<file path="src/rtl/power_rail_monitor.sv">
// Rail supervisor: scans up to 8 muxed rails, integrates the comparator per rail, debounces faults into kill_sw.
// Optional PWR_MON_AUTO_RECOVER_EN: auto re-arm after RECOVER_SCANS consecutive all-good scans while tripped.
module power_rail_monitor #(
  parameter int SETTLE_CYCLES = 500,
  parameter int WINDOW_CYCLES = 1024,
  parameter int FAULT_SCANS   = 3,
  parameter int RECOVER_SCANS = 8
) (
  input  logic       clk,
  input  logic       reset,
  input  logic       enable,
  input  logic [7:0] ch_mask,
  input  logic       data_in,
  input  logic       clear_kill,
  output logic [2:0] mux,
  output logic       kill_sw,
  output logic [7:0] rail_good,
  output logic [2:0] fault_ch,
  output logic       tripped,
  output logic       scan_done
);

  localparam int CNT_MAX = (SETTLE_CYCLES > WINDOW_CYCLES) ? SETTLE_CYCLES : WINDOW_CYCLES;
  localparam int CNT_W   = $clog2(CNT_MAX + 1);
  localparam int HI_W    = $clog2(WINDOW_CYCLES + 1);
  localparam int FC_W    = $clog2(FAULT_SCANS + 1);

  generate
    if (SETTLE_CYCLES < 1 || WINDOW_CYCLES < 2 || FAULT_SCANS < 1 || RECOVER_SCANS < 1) begin : g_bad_param
      $error("power_rail_monitor: invalid parameter value");
    end
  endgenerate

  typedef enum logic [2:0] {
    S_IDLE, S_SELECT, S_SETTLE, S_SAMPLE, S_JUDGE
  } state_t;

  state_t            state, state_nxt;
  logic [CNT_W-1:0]  cnt;
  logic [HI_W-1:0]   hi_cnt;
  logic [FC_W-1:0]   fault_cnt [8];
  logic              d_meta, d_sync;
  logic              scan_bad;

  logic [3:0]        first_sel, next_sel;
  logic              settle_last, sample_last;
  logic              judge_good, trip_now, scan_end, all_good;
  logic [FC_W-1:0]   fc_cur, fc_inc;

  logic              ld_ch, cnt_clr, cnt_inc, hi_clr, hi_inc, judge_en;
  logic [2:0]        sel_ch;

  // Returns {found, index} of the lowest set mask bit at or above 'from'.
  function automatic logic [3:0] find_ch(input logic [7:0] m, input logic [3:0] from);
    logic [3:0] r;
    r = 4'b0;
    for (int i = 7; i >= 0; i--) begin
      if (m[i] && (4'(i) >= from)) r = {1'b1, 3'(i)};
    end
    return r;
  endfunction

  assign first_sel   = find_ch(ch_mask, 4'd0);
  assign next_sel    = find_ch(ch_mask, {1'b0, mux} + 4'd1);
  assign settle_last = (cnt == CNT_W'(SETTLE_CYCLES - 1));
  assign sample_last = (cnt == CNT_W'(WINDOW_CYCLES - 1));
  assign judge_good  = (hi_cnt >= HI_W'(WINDOW_CYCLES / 2));
  assign fc_cur      = fault_cnt[mux];
  assign fc_inc      = (fc_cur == FC_W'(FAULT_SCANS)) ? fc_cur : fc_cur + 1'b1;
  assign trip_now    = judge_en && !judge_good && (fc_inc == FC_W'(FAULT_SCANS));
  assign scan_end    = judge_en && !next_sel[3];
  assign all_good    = !scan_bad && judge_good;

  always_ff @(posedge clk) begin
    if (reset) begin
      d_meta <= 1'b0;
      d_sync <= 1'b0;
    end else begin
      d_meta <= data_in;
      d_sync <= d_meta;
    end
  end

  always_ff @(posedge clk) begin
    if (reset) state <= S_IDLE;
    else       state <= state_nxt;
  end

  always_comb begin
    state_nxt = state;
    case (state)
      S_IDLE:   if (enable && first_sel[3]) state_nxt = S_SELECT;
      S_SELECT: state_nxt = S_SETTLE;
      S_SETTLE: if (settle_last) state_nxt = S_SAMPLE;
      S_SAMPLE: if (sample_last) state_nxt = S_JUDGE;
      S_JUDGE:  state_nxt = (next_sel[3] || first_sel[3]) ? S_SELECT : S_IDLE;
      default:  state_nxt = S_IDLE;
    endcase
    if (state != S_IDLE && !enable) state_nxt = S_IDLE;
  end

  always_comb begin
    ld_ch    = 1'b0;
    sel_ch   = first_sel[2:0];
    cnt_clr  = 1'b0;
    cnt_inc  = 1'b0;
    hi_clr   = 1'b0;
    hi_inc   = 1'b0;
    judge_en = 1'b0;
    case (state)
      S_IDLE:   ld_ch = enable && first_sel[3];
      S_SELECT: begin
        cnt_clr = 1'b1;
        hi_clr  = 1'b1;
      end
      S_SETTLE: begin
        cnt_clr = settle_last;
        cnt_inc = !settle_last;
      end
      S_SAMPLE: begin
        cnt_inc = 1'b1;
        hi_inc  = d_sync;
      end
      S_JUDGE: begin
        judge_en = enable;
        ld_ch    = enable && (next_sel[3] || first_sel[3]);
        if (next_sel[3]) sel_ch = next_sel[2:0];
      end
      default: ;
    endcase
  end

`ifdef PWR_MON_AUTO_RECOVER_EN
  localparam int RC_W = $clog2(RECOVER_SCANS + 1);
  logic [RC_W-1:0] rec_cnt;
`endif

  always_ff @(posedge clk) begin
    if (reset) begin
      mux       <= 3'd0;
      cnt       <= '0;
      hi_cnt    <= '0;
      kill_sw   <= 1'b0;
      rail_good <= 8'hFF;
      fault_ch  <= 3'd0;
      tripped   <= 1'b0;
      scan_done <= 1'b0;
      scan_bad  <= 1'b0;
      for (int i = 0; i < 8; i++) fault_cnt[i] <= '0;
`ifdef PWR_MON_AUTO_RECOVER_EN
      rec_cnt   <= '0;
`endif
    end else begin
      scan_done <= scan_end;
      if (ld_ch) mux <= sel_ch;
      if (ld_ch && state == S_IDLE) scan_bad <= 1'b0;

      if (cnt_clr)      cnt <= '0;
      else if (cnt_inc) cnt <= cnt + 1'b1;

      if (hi_clr)                                         hi_cnt <= '0;
      else if (hi_inc && hi_cnt != HI_W'(WINDOW_CYCLES)) hi_cnt <= hi_cnt + 1'b1;

      if (clear_kill && tripped) begin
        tripped <= 1'b0;
        for (int i = 0; i < 8; i++) fault_cnt[i] <= '0;
`ifdef PWR_MON_AUTO_RECOVER_EN
        rec_cnt <= '0;
`endif
      end

      // Judgement is written after the clear so a coincident trip wins.
      if (judge_en) begin
        rail_good[mux] <= judge_good;
        fault_cnt[mux] <= judge_good ? '0 : fc_inc;
        if (trip_now) begin
          tripped  <= 1'b1;
          kill_sw  <= 1'b0;
          fault_ch <= mux;
        end
        if (scan_end) begin
          scan_bad <= 1'b0;
          if (!tripped && !trip_now && all_good) kill_sw <= 1'b1;
        end else begin
          scan_bad <= scan_bad | !judge_good;
        end
`ifdef PWR_MON_AUTO_RECOVER_EN
        if (!judge_good) begin
          rec_cnt <= '0;
        end else if (scan_end && tripped && all_good) begin
          if (rec_cnt == RC_W'(RECOVER_SCANS - 1)) begin
            rec_cnt <= '0;
            tripped <= 1'b0;
            kill_sw <= 1'b1;
            for (int i = 0; i < 8; i++) fault_cnt[i] <= '0;
          end else begin
            rec_cnt <= rec_cnt + 1'b1;
          end
        end
`endif
      end

      for (int i = 0; i < 8; i++) begin
        if (!ch_mask[i]) begin
          rail_good[i] <= 1'b1;
          fault_cnt[i] <= '0;
        end
      end
    end
  end

endmodule

</file>
<file path="config.mk">
export PLATFORM = sky130hd
export DESIGN_NAME = power_rail_monitor
export DESIGN_NICKNAME = d
export VERILOG_FILES = /design/src/rtl/power_rail_monitor.sv
export SDC_FILE = /design/constraint.sdc
export NUM_CORES = 1
export LEC_CHECK = 0
export CORE_ASPECT_RATIO = 1.2
export CORE_MARGIN = 3
export CORE_UTILIZATION = 25
export DETAILED_ROUTE_END_ITERATION = 16
export GPL_ROUTABILITY_DRIVEN = 0
export SLEW_MARGIN = 25
export SYNTH_ARGS = -nofsm -noshare
export SYNTH_HDL_FRONTEND = slang
export SYNTH_SLANG_ARGS = --single-unit
export TNS_END_PERCENT = 30
</file>
<file path="constraint.sdc">
create_clock -name clk -period 3.5 [get_ports clk]
set_input_delay 1.05 -clock clk [delete_from_list [all_inputs] [get_ports clk]]
set_output_delay 1.05 -clock clk [all_outputs]
set_load 0.05 [all_outputs]
</file>
# [After elaboration in Yosys (flattened, before gate mapping)]
# Memories as Yosys holds them, arrays and structs flattened. A register that Yosys moved wholly into a read port is not among the register bits.
# Cells that the tools add are included.
[op_classes] reduce_logical=45 add_sub_neg=4 eq_ne=20 magnitude_cmp=11 bitwise_logic=49 muxes=93
[op_table] op="$mux 4" n=16
[op_table] op="$mux 1" n=46
[op_table] op="$mux 2" n=18
[op_table] op="$eq 3x3->1 const B" n=9
[op_table] op="$add 11x1->11 const B" n=2
[op_table] op="$reduce_or 2->1" n=11
[op_table] op="$logic_and 1x1->1" n=21
[op_table] op="$mux 3" n=7
[op_table] op="$or 1x1->1" n=17
[op_table] op="$and 1x1->1" n=16
[op_table] op="$ge 3x4->1 const A" n=4
[op_table] op="$not 1->1" n=16
[op_table] op="$pmux 3 s5" n=1
[op_table] op="$eq 11x10->1 const B" n=1
[op_table] op="$eq 11x9->1 const B" n=1
[op_table] op="$ge 11x10->1 const B" n=1
[op_table] op="$ne 11x11->1 const B" n=1
[op_table] op="$bwmux 8" n=1
[op_table] op="$ge 1x4->1 const A" n=2
[op_table] op="$ge 2x4->1 const A" n=2
[op_table] op="$logic_not 1->1" n=7
[op_table] op="$eq 3x2->1 const B" n=2
[op_table] op="$ne 2x2->1 const B" n=3
[op_table] op="$pmux 1 s2" n=3
[op_table] op="13 further kinds" n=14
[word_totals] ramBits=16 wordCells=242 out_inout_bits=17 register_bits=45 in_bits=13 memories=1
[memory_table] name="fault_cnt" depth=8 word_bits=2 read_ports=1 rd_ports_with_merged_regs=1 wr=9 line="41" rtl="logic [FC_W-1:0] fault_cnt [8];"

# [Depth between registers and ports, before layout]
[depth] ltp_word=17 ltp_mapped=9 depth_no_buf=7

# [Worst setup path before layout]
# No wires, ideal clock.
[synth_path] path_kind="register to register" start="register mux[0]" end="memory fault_cnt[4][0] (netlist bit) (enable)" n_path_buf=2 period_less_slack_ns=2.913 setup_time_ns=0.322 path_stages_with_launch=9 required_time_ns=3.178 setup_slack_ns=0.587 t_arrival_ns=2.591 path_cell_list="dfxtp_1 clkbuf_1 inv_1 ha_1 a221o_1 a221oi_4 nand3_2 buf_6 o211ai_1"
[synth_rtl] item="from (decl)" line="15" rtl="output logic [2:0] mux,"
[synth_rtl] item="from (signal assigned)" line="155" rtl="if (ld_ch) mux <= sel_ch;"
[synth_rtl] item="to (decl)" line="41"

# [Worst setup path after layout]
[layout_path] start="register mux[0]" end="output mux[0]"
# No word-level cell between the ends.

==> results.ini <==
[clock_network]
hold_buffers=0
cts_tree=done
htreeDepth=3
clock_sinks=64
cts_root_buffer=clkbuf_16
clk_pin_slew_worst_paths_ns=0.05
cts_buffers=9
cts-resized-gates=0
cts_setup_buffers=0
clk_latency_ns=0.32
clockBufferDepth=2

[global_routing]
grt.overflow.total=0
grt_pass1_vias=2874
grt_usage_pct=11.7
grt_max_degree=15
grt_pass1_wl_mm=14.2
antenna_found_initial=0

[power_and_ir_drop]
sw_frac_of_total_pct=22.4
power.internal_w=0.00145
pwr-share-clk_pct=49.2
switchingPower_w=0.000418
ir_drop_uv=227
leakagePower_nw=1.52
combPwrFrac_pct=8.6
seqPwrFrac_pct=42.3
powerDensity_mw_per_mm2=448

[layout]
final_common_cell=nor2_1
final_cell_mix=nor2_1, dfxtp_1, clkdlybuf4s50_1, nand2_1, nand3_1
fin_area_mm2=0.00418
nNetsFinal=417
final_layout_size_suffix_gt1_share_pct=11.3
num_antenna_cells=0
area_growth_pct=25.5

[critical_path]
cp_slowest_cell=clkdlybuf4s50_1
critical_path.cell_chain=clkdlybuf4s50_1
worst_setup_path_end_kind=primary output
worstSetupPathType=reg2out
ff2ff_setup_slack_ns=0.58
worst-path-buf-inv=1
path_max_fanout=14
crit_required_ns=2.45
crit_family=buffers and inverters
cp-start-kind=flop
critPathMaxStageDelay_ns=0.92
worstPathArrival_ns=1.93

[detailed_routing]
first_iter_violations=134
drt-met1-wl_mm=3.46
route.detailed.drc=0
via_per_inst=5.00
postRouteAntennaNets=0
dr.pass1.iters=5
route.met3.wl_um=449
via_count=2822
highest_layer=met4
drt-total-wl_mm=8.37
detail_route.wl_per_cell_um=14.8
wl_met2_mm=4.33

[logic_synthesis]
yosys-top-cells-area=dfxtp_1, edfxtp_1, nor2_1
synth_top_cell_by_area=dfxtp_1
postSynthCellCount=355
synth_area_mm2=0.00333
synth_seq_cells=64
synth_top_area_share_pct=28.9
yosysWarningCount=0
ys_seq_area_share_pct=43.3
yosys.cell_types.count=63
synth_edf_count=16
synth.avg_cell_area_um2=9.38
synth_flop_cell=dfxtp_1
async_reset_ff_share_pct=0
synth_fp_nets=377

[timing]
rsz0062_at_grt=no
period_needed_ns=2.98
slew_headroom_pct=49.4
fin_setup_tns_ns=0
setup_ws_ns=0.520
max_freq_mhz=336
drv_slew=0
hold_violations=0
whs_ns=0.437
worst_pin_slew_ns=0.758
period_share_pct=85.1
fin_skew_ns=0.00681
setup_violations=0

[die]
start_util_pct=25.9
die_w_um=111
rows=45
fp.dieArea_mm2=0.0147
io_pins=30
die_height_um=132
core_mm2=0.0128

[place]
placed_area_mm2=0.00387
post-dp-hpwl_mm=6.32
io_buffers=29
dp_slack_ns=0.235

[outcome]
status=complete, no violations

[worst_hold_path]
hp-class=reg2reg

[flow_run]
max-cap-violations=0

## cell usage after synthesis, types with 6 or more instances
master / instances
a21oi_1: 14
and3_1: 8
clkbuf_1: 11
dfxtp_1: 48
edfxtp_1: 16
ha_1: 9
inv_1: 18
mux2i_1: 9
nand2_1: 20
nand3_1: 20
nand4_1: 12
nor2_1: 49
nor2b_1: 7
nor3_1: 7
o21ai_0: 11
xnor2_1: 6
xor2_1: 13
## state kept, by name, indices dropped and copies added (netlist names), 3 cells and up, named ones only
name       cells
fault_ch       3
rail_good      8
cnt           11
fault_cnt     16
hi_cnt        11
mux            3
state          3
## metrics by stage
stage / util (%) / power, W / instances
3_3_place_gp: 30.1 / 0.000965 / 548
3_5_place_dp: 30.1 / 0.000966 / 548
6_report: 32.6 / 0.00187 / 564
5_1_grt: 32.6 / 0.00195 / 564
4_1_cts: 32.6 / 0.00189 / 564
2_1_floorplan: - / 0.000902 / 355
## kinds of logic (layout without fill, tap and decap cells)
group                    after synthesis  count (layout)  share of synthesized area, %
AND/OR/NAND/NOR                      157             157                          25.1
flip-flops                            64              64                          43.3
AO/OA/AOI/OAI                         59              59                          13.6
buffers and inverters                 34              79                          4.24
XOR/XNOR                              19              19                          5.00
multiplexers                          13              13                          5.41
adder cells (fa/ha/maj)                9               9                          3.38
## layer usage
metal	vias to the layer above	GRT usage, %
met3	13	2.79
met4	0	4.06
met1	1341	13.8
met2	91	20.7
li1	1377	-
met5	-	0
## layout make-up
class	instances	area [µm²]
inverter	19	71.3
multi-input combinational	257	1750
tap	164	205
clock buffer	14	275
sequential	64	1440
timing repair buffer	44	403
clock inverter	2	35.0
fill	1347	8660
## power by group through the flow
stage	Combinational (W)	Clock, W	Sequential, W
2_1_floorplan	0.000100	0	0.000802
3_3_place_gp	0.000159	0	0.000806
3_5_place_dp	0.000160	0	0.000806
4_1_cts	0.000161	0.000935	0.000791
5_1_grt	0.000176	0.000979	0.000793
6_report	0.000160	0.000920	0.000791
## final timing paths
check	cells after the start	from	endpoint
worst max-delay path	1	mux[0]$_SDFFE_PP0N_	mux[0]
worst min-delay path	1	d_meta$_SDFF_PP0_	d_sync$_SDFF_PP0_
worst max register to register	7	mux[0]$_SDFFE_PP0N_	flop
worst min register to register	1	d_meta$_SDFF_PP0_	d_sync$_SDFF_PP0_
Power figures use the tool's default switching activity.
